<file path="src/rtl/approx_mult_pkg.sv">
// approx_mult_pkg
//   Shared definitions for the pipelined approximate multiplier:
//   - MAX_PROD_W  : widest product the column-mask helper supports
//   - MODE_EXACT / MODE_APPROX : per-transaction mode encoding
//   - col_mask()  : column keep-mask, bit k set iff k >= trunc
//   - row_split() : number of partial-product rows in the low partial sum
package approx_mult_pkg;

  localparam int MAX_PROD_W = 128;

  localparam logic MODE_EXACT  = 1'b0;
  localparam logic MODE_APPROX = 1'b1;

  // Keep-mask over product columns; columns below trunc are dropped.
  function automatic logic [MAX_PROD_W-1:0] col_mask(input int trunc);
    logic [MAX_PROD_W-1:0] m;
    m = '0;
    for (int k = 0; k < MAX_PROD_W; k++) begin
      m[k] = (k >= trunc);
    end
    return m;
  endfunction

  // Rows 0..row_split(width)-1 form the low partial sum.
  function automatic int row_split(input int width);
    return width / 32'sd2;
  endfunction

endpackage

</file>
<file path="src/rtl/approx_mult_pipe_rowsum.sv">
// approx_pp_rowsum
//   Combinational sum of partial-product rows ROW_LO..ROW_HI, where row j
//   is (x & {WIDTH{y[j]}}) << j. When i_approx is set, every bit that
//   lands in a column below TRUNC is forced to zero before summing.
//   Ports:
//     i_x, i_y  : unsigned operands
//     i_approx  : 1 = apply column truncation
//     o_sum     : masked row sum, 2*WIDTH bits
module approx_pp_rowsum
  import approx_mult_pkg::*;
#(
  parameter int WIDTH  = 8,
  parameter int TRUNC  = 8,
  parameter int ROW_LO = 0,
  parameter int ROW_HI = 3
) (
  input  logic [WIDTH-1:0]   i_x,
  input  logic [WIDTH-1:0]   i_y,
  input  logic               i_approx,
  output logic [2*WIDTH-1:0] o_sum
);

  localparam int PW = 2 * WIDTH;
  localparam logic [MAX_PROD_W-1:0] C_MASK_FULL = col_mask(TRUNC);
  localparam logic [PW-1:0]         C_MASK      = C_MASK_FULL[PW-1:0];

  logic [PW-1:0] w_mask;
  logic [PW-1:0] w_row;
  logic [PW-1:0] w_sum;

  // Accumulate the selected rows. Every row is formed so that all of i_y
  // is referenced; rows outside ROW_LO..ROW_HI simply do not contribute.
  always_comb begin
    w_mask = {PW{1'b1}};
    w_row  = '0;
    w_sum  = '0;
    if (i_approx) begin
      w_mask = C_MASK;
    end else begin
      w_mask = {PW{1'b1}};
    end
    for (int j = 0; j < WIDTH; j++) begin
      w_row = {{WIDTH{1'b0}}, (i_x & {WIDTH{i_y[j]}})} << j;
      if ((j >= ROW_LO) && (j <= ROW_HI)) begin
        w_sum = w_sum + (w_row & w_mask);
      end else begin
        w_sum = w_sum;
      end
    end
  end

  assign o_sum = w_sum;

endmodule

</file>
<file path="src/rtl/approx_mult_pipe.sv">
// approx_mult_pipe
//   Two-stage pipelined unsigned approximate multiplier with valid/ready
//   handshake and full backpressure.
//     Stage A: registers the low-row and high-row masked partial sums + mode.
//     Stage B: registers z = PL + PH (+ COMP in approximate mode).
//   Ports:
//     clk, rst_n          : clock (rising edge), async active-low reset
//     in_valid / in_ready : operand handshake
//     x, y, mode          : operands and mode (0 exact, 1 approximate)
//     out_valid/out_ready : result handshake
//     z, z_mode           : product and the mode that produced it
module approx_mult_pipe
  import approx_mult_pkg::*;
#(
  parameter int          WIDTH = 8,
  parameter int          TRUNC = 8,
  parameter int unsigned COMP  = 0
) (
  input  logic               clk,
  input  logic               rst_n,
  input  logic               in_valid,
  output logic               in_ready,
  input  logic [WIDTH-1:0]   x,
  input  logic [WIDTH-1:0]   y,
  input  logic               mode,
  output logic               out_valid,
  input  logic               out_ready,
  output logic [2*WIDTH-1:0] z,
  output logic               z_mode
);

  localparam int            PW     = 2 * WIDTH;
  localparam int            SPLIT  = row_split(WIDTH);
  localparam logic [PW-1:0] C_COMP = PW'(COMP);

  logic          w_approx;
  logic [PW-1:0] w_pl;
  logic [PW-1:0] w_ph;
  logic          w_ready_a;
  logic          w_ready_b;
  logic [PW-1:0] w_sum_b;

  logic          r_va;
  logic [PW-1:0] r_pl;
  logic [PW-1:0] r_ph;
  logic          r_mode_a;
  logic          r_vb;
  logic [PW-1:0] r_z;
  logic          r_zmode;

  assign w_approx = (mode == MODE_APPROX);

  approx_pp_rowsum #(
    .WIDTH (WIDTH),
    .TRUNC (TRUNC),
    .ROW_LO(0),
    .ROW_HI(SPLIT - 1)
  ) u_row_lo (
    .i_x     (x),
    .i_y     (y),
    .i_approx(w_approx),
    .o_sum   (w_pl)
  );

  approx_pp_rowsum #(
    .WIDTH (WIDTH),
    .TRUNC (TRUNC),
    .ROW_LO(SPLIT),
    .ROW_HI(WIDTH - 1)
  ) u_row_hi (
    .i_x     (x),
    .i_y     (y),
    .i_approx(w_approx),
    .o_sum   (w_ph)
  );

  // A stage may load whenever it is empty or its successor moves this cycle,
  // so bubbles collapse regardless of out_ready.
  assign w_ready_b = !r_vb || out_ready;
  assign w_ready_a = !r_va || w_ready_b;
  assign in_ready  = w_ready_a;

  // Final addition; the compensation constant applies only to approximate results.
  always_comb begin
    w_sum_b = r_pl + r_ph;
    if (r_mode_a == MODE_APPROX) begin
      w_sum_b = r_pl + r_ph + C_COMP;
    end else begin
      w_sum_b = r_pl + r_ph;
    end
  end

  // Stage A: capture operands' partial sums only on an accepting edge.
  always_ff @(posedge clk or negedge rst_n) begin
    if (!rst_n) begin
      r_va     <= 1'b0;
      r_pl     <= '0;
      r_ph     <= '0;
      r_mode_a <= 1'b0;
    end else if (w_ready_a) begin
      r_va <= in_valid;
      if (in_valid) begin
        r_pl     <= w_pl;
        r_ph     <= w_ph;
        r_mode_a <= mode;
      end
    end
  end

  // Stage B: holds z/z_mode stable while the consumer stalls.
  always_ff @(posedge clk or negedge rst_n) begin
    if (!rst_n) begin
      r_vb    <= 1'b0;
      r_z     <= '0;
      r_zmode <= 1'b0;
    end else if (w_ready_b) begin
      r_vb <= r_va;
      if (r_va) begin
        r_z     <= w_sum_b;
        r_zmode <= r_mode_a;
      end
    end
  end

  assign out_valid = r_vb;
  assign z         = r_z;
  assign z_mode    = r_zmode;

endmodule

</file>
<file path="config.mk">
export PLATFORM = sky130hd
export DESIGN_NAME = approx_mult_pipe
export DESIGN_NICKNAME = d
export VERILOG_FILES = /design/src/rtl/approx_mult_pkg.sv /design/src/rtl/approx_mult_pipe_rowsum.sv /design/src/rtl/approx_mult_pipe.sv
export SDC_FILE = /design/constraint.sdc
export NUM_CORES = 1
export LEC_CHECK = 0
export ABC_AREA = 0
export CAP_MARGIN = 0
export CORE_MARGIN = 2
export CORE_UTILIZATION = 50
export DETAILED_ROUTE_END_ITERATION = 6
export GPL_TIMING_DRIVEN = 0
export PLACE_DENSITY = 0.71
export SLEW_MARGIN = 20
export SYNTH_ARGS = -nofsm -noshare
export SYNTH_HDL_FRONTEND = slang
export SYNTH_HIERARCHICAL = 1
export SYNTH_SLANG_ARGS = --single-unit
</file>
<file path="constraint.sdc">
create_clock -name clk -period 2.8 [get_ports clk]
set_input_delay 0.56 -clock clk [delete_from_list [all_inputs] [get_ports clk]]
set_output_delay 0.56 -clock clk [all_outputs]
set_load 0.1 [all_outputs]
</file>
; After elaboration in Yosys (flattened, before gate mapping)
; Cells that the tools add are included.
[totals]
register_bits = 52
output_inout_bits = 19
word_cells = 37
[op_classes]
add_sub_neg = 7
muxes = 1
n_bitwise = 16
n_reduce_logical = 6
[op_table]
columns = op, count
row1 = 16-bit adder, 7
row2 = 8-bit AND, 8
row3 = 10-bit by 16-bit AND with 16-bit output, 1
row4 = 11-bit by 16-bit AND with 16-bit output, 1
row5 = 12-bit by 16-bit AND with 16-bit output, 1
row6 = 13-bit by 16-bit AND with 16-bit output, 1
row7 = 14-bit by 16-bit AND with 16-bit output, 1
row8 = 15-bit by 16-bit AND with 16-bit output, 1
row9 = 8-bit by 16-bit AND with 16-bit output, 1
row10 = 9-bit by 16-bit AND with 16-bit output, 1
row11 = 8-bit 2-to-1 mux, 1
row12 = 2-bit AND reduction, 2
row13 = 1-bit logical NOT, 2
row14 = 1-bit logical OR, 2

; Logic depth before layout (Yosys ltp)
[logic_depth]
depth_word = 5
ltp_mapped = 12

; Cells and area by module
; The synthesis kept the hierarchy.
[by_module_without_submodules]
columns = mod, n_inst, cells_each, area_each_um2
row1 = approx_mult_pipe, 1, 233, 2731.4
row2 = approx_pp_rowsum (u_row_lo), 1, 118, 945.9
row3 = approx_pp_rowsum (u_row_hi), 1, 114, 935.9

; Worst setup path before layout
; No wires, ideal clock.
[synth_timing]
path_kind = input to register
start = in y[0]
end = reg r_pl[11]
setup_time_ns = 0.125
arrival_time_ns = 3.392
t_required_ns = 2.675
path_slack_ns = -0.716
cell_stages = 11
n_path_buf = 0
cell_sequence = nor2b_1 and2_1 fa_1 fa_1 ha_1 fa_1 a21oi_2 o211ai_2 o41ai_2 xnor2_1 mux2_2
[synth_via]
elab_chain_len = 5
[synth_rtl]
columns = item, line
row1 = "start, declared", approx_mult_pipe.sv:24  ; input logic [WIDTH-1:0] y,
row2 = 8-bit AND, --
row3 = 8-bit by 16-bit AND with 16-bit output, approx_mult_pipe_rowsum.sv:45  ; w_sum = w_sum + (w_row & w_mask);
row4 = 16-bit adder (3 in a row), approx_mult_pipe_rowsum.sv:45
row5 = net w_pl[11], approx_mult_pipe.sv:37  ; logic [PW-1:0] w_pl;
row6 = "end signal, assigned", approx_mult_pipe.sv:103  ; r_pl <= w_pl;
row7 = "end, declared", approx_mult_pipe.sv:44  ; logic [PW-1:0] r_pl;
; The timed path passes the listed nets, and every way through them passes these cells.
; A chain may end at the register's enable or synchronous reset.

; Final worst setup path
[layout_timing]
start = in mode
end = reg r_pl[11]
[layout_via]
elab_chain_len = 5
elab_cells_between_ends = 8
cone_classes = add/sub: 3 / mux: 1 / bitwise: 4
[layout_rtl]
columns = item, line
row1 = "start, declared", approx_mult_pipe.sv:25  ; input logic mode,
row2 = 8-bit 2-to-1 mux (*), approx_mult_pipe_rowsum.sv:37  ; if (i_approx) begin
row3 = 8-bit by 16-bit AND with 16-bit output / 9-bit by 16-bit AND with 16-bit output (equally long branches), approx_mult_pipe_rowsum.sv:45
row4 = 16-bit adder (2 in a row), approx_mult_pipe_rowsum.sv:45
row5 = 16-bit adder (*), approx_mult_pipe_rowsum.sv:45
row6 = net w_pl[11], approx_mult_pipe.sv:37
; The timed path passes the listed nets; every way through them passes the cells marked *.

==> results_dict.tcl <==
set metrics [dict create \
    outcome "finished with violations" \
    violations "setup timing" \
    core_sq_um 9110 \
    ys.flop_type "dfrtp_1" \
    path_depth 14 \
    p_comb_share_pct 61.5 \
    dp_slack_ns -1.72 \
    swShare_pct 48.0 \
    cts_buffers 5 \
    grt_use_total_pct 19.6 \
    htreeDepth 2 \
    critPathTopFamily "adder cells" \
    netlist-cell-type-count 55 \
    start_kind "input port" \
    hp-class "input port to async pin" \
    route.vias.total 3417 \
    floorplan.rows 35 \
    worstRegToRegCells 7 \
    yosysWarnings 6 \
    final-hold-violation-count 0 \
    io_pins 40 \
    switchingPower_mw 2.13 \
    fillers 765 \
    crit_buf_inv 3 \
    numPortBuffers 39 \
    rsz0062_at_grt "true" \
    ant_nets 0 \
    initial_core_util_pct 50.6 \
    leakage_nw 2.72 \
    grt_max_degree 34 \
    drt-initial-drc-count 86 \
    fin_skew_ns 0.00706 \
    fp.dieArea_sq_um 10000 \
    max_stage_delay_ns 0.47 \
    seq_area_frac_synth_pct 28.2 \
    ys_async_sr_fraction_pct 100 \
    power_mw 4.45 \
    die_height_um 100 \
    cts_tree "yes" \
    die_width_um 100 \
    totalWireLength_um 9210 \
    period_needed_ns 3.36 \
    clk_pin_slew_worst_paths_ns 0.09 \
    setup_violations 13 \
    relSlewSlack_pct 35.2 \
    synth_edf_count 0 \
    vias_per_cell 5.30 \
    yosysTopAreaCellShare_pct 28.2 \
    syn-mean-instance-area_sq_um 9.92 \
    power-per-cell-area_nw_per_um2 781 \
    cts_max_path_buffers 2 \
    antenna_found_initial 0 \
    final_nets 625 \
    antenna_cells 0 \
    p_seq_share_pct 25.2 \
    syn2layout_area_growth_pct 23.4 \
    yosys-top-cells-area "dfrtp_1 28%, fa_1 12%, ha_1 12%" \
    crit_type "input port to flip-flop" \
    synthCells 465 \
    p_clk_share_pct 13.4 \
    synthTopCellsByCount "52 x dfrtp_1, 47 x nand2_1, 43 x and2_1, 43 x ha_1" \
    synth-seq-cells 52 \
    peakVddDrop_uv 474 \
    drv_slew 0 \
    wl_per_cell_um 14.3 \
    grt_pass1_vias 3413 \
    netlist_area_sq_um 4610 \
    ctsRootBufferMaster "clkbuf_8" \
    cp.arrival_ns 3.56 \
    cp_slowest_cell "fa_1" \
    cp_max_fo 8 \
    grt.overflow.total 0 \
    grt_pass1_wl_um 16100 \
    dp_hpwl_um 7290 \
    crit_start "mode" \
    drv_cap 0 \
    worst_slack_ns -0.557 \
    synth_largest_area_cell "dfrtp_1" \
    reg2reg_from "r_pl[0]$_DFFE_PN0P_" \
    utilization_pct 62.5 \
    crit_top_cell "fa_1" \
    period_share_pct 120 \
    gp_congestion 0.837 \
    drive_gt1_share_pct 28.7 \
    cp-end-kind "flip-flop" \
    critical_path.cell_chain "buf_12 > buf_4 > nor2b_4 > nand2_1 > fa_1 > inv_1 > fa_1 > ha_4 > fa_2 > a21oi_2 > o211ai_2 > o41ai_2 > xnor2_1 > mux2_4" \
    synth_most_common_cell "dfrtp_1" \
    cts_sinks 52 \
    required_ns 3.00 \
    p_int_mw 2.31 \
    fmax_ghz 0.298 \
    drc_errors 0 \
    tightest_slew_ns 0.969 \
    drtPass1Iterations 4 \
    clk_latency_ns 0.31 \
]
cells by family (layout without fill, tap and decap cells):
group	Yosys count	in the layout	synth area share [%]
adder cells (fa/ha/maj)	70	70	23.4
flip-flops	52	52	28.2
XOR/XNOR	22	22	4.18
buffers and inverters	52	116	5.07
other	2	7	0.163
multiplexers	39	39	9.47
AND/OR/NAND/NOR	144	144	16.5
AO/OA/AOI/OAI	84	84	13.0
routing by layer:
layer	track usage [%]	up-vias	wire length [um]
met5	0	-	0
met4	4.64	0	93
met3	2.09	8	249
met2	34.0	61	4500
met1	26.5	1627	4370
li1	-	1721	-
placed cells by master (no fill, tap or decap), types with 11 or more instances in the layout:
| master | synthesis | layout |
|---|---|---|
| dfrtp_1 | 52 | 51 |
| inv_1 | 37 | 31 |
| and2_1 | 43 | 33 |
| nand2_1 | 47 | 46 |
| a21oi_1 | 15 | 13 |
| clkdlybuf4s50_1 | 0 | 20 |
| fa_1 | 27 | 24 |
| nor2_1 | 12 | 11 |
| buf_2 | 3 | 14 |
| buf_4 | 7 | 21 |
| xor2_1 | 11 | 11 |
| ha_1 | 43 | 33 |
| o21ai_0 | 15 | 12 |
| and2_4 | 1 | 11 |
| mux2_2 | 37 | 32 |
what timing repair did:
action / CTS / global route
resized for setup: 85 / 30
endpoints found under the hold margin: 0 / 0
endpoints found under the setup margin: 20 / 16
pin swaps: 26 / 32
buffers inserted: 12 / 6
hold buffers: 0 / 0
per-stage QoR:
stage               hold WS (ns)  instances  TNS (ns)  instance area, sq um
floorplan                  0.264        470     -4.32                  4790
global placement           0.461        620    -37.53                  5320
detailed placement         0.469        621    -23.36                  5330
CTS                        0.201        640     -3.79                  5630
global route               0.227        645     -5.17                  5690
finish                     0.193        645     -3.83                  5690
sequential cells by signal, summed over array words and instances (netlist names):
signal,flops
r_ph,16
out_valid,1
r_va,1
r_mode_a,1
r_pl,16
z,16
z_mode,1
path summary, 6_finish.rpt:
path	to	slack [ns]
worst max-delay path	r_pl[11]$_DFFE_PN0P_	-0.56
worst min-delay path	z[10]$_DFFE_PN0P_	0.19
worst max register to register	z[12]$_DFFE_PN0P_	0.58
worst min register to register	z[4]$_DFFE_PN0P_	0.48
max in group asynchronous	z_mode$_DFFE_PN0P_	2.08
min in group clk	z[4]$_DFFE_PN0P_	0.48
power by group through the flow:
stage / registers (mW) / logic (mW) / clock network (mW)
floorplan: 1.94 / 1.26 / 0
global placement: 1.13 / 2.60 / 0
detailed placement: 1.14 / 2.63 / 0
CTS: 1.12 / 2.71 / 0.610
global route: 1.15 / 2.94 / 0.631
finish: 1.12 / 2.73 / 0.594
layout make-up:
class / count / area, sq um / area share (%)
multi-input cells: 366 / 3390 / 59.5
flip-flops and latches: 52 / 1300 / 22.9
repair buffers: 57 / 499 / 8.77
inverters: 37 / 139 / 2.44
well taps: 111 / 139 / 2.44
plain buffers: 15 / 95.1 / 1.67
clock buffers: 5 / 68.8 / 1.21
clock inverters: 2 / 60.1 / 1.06
(Power assumes the default switching activity.)
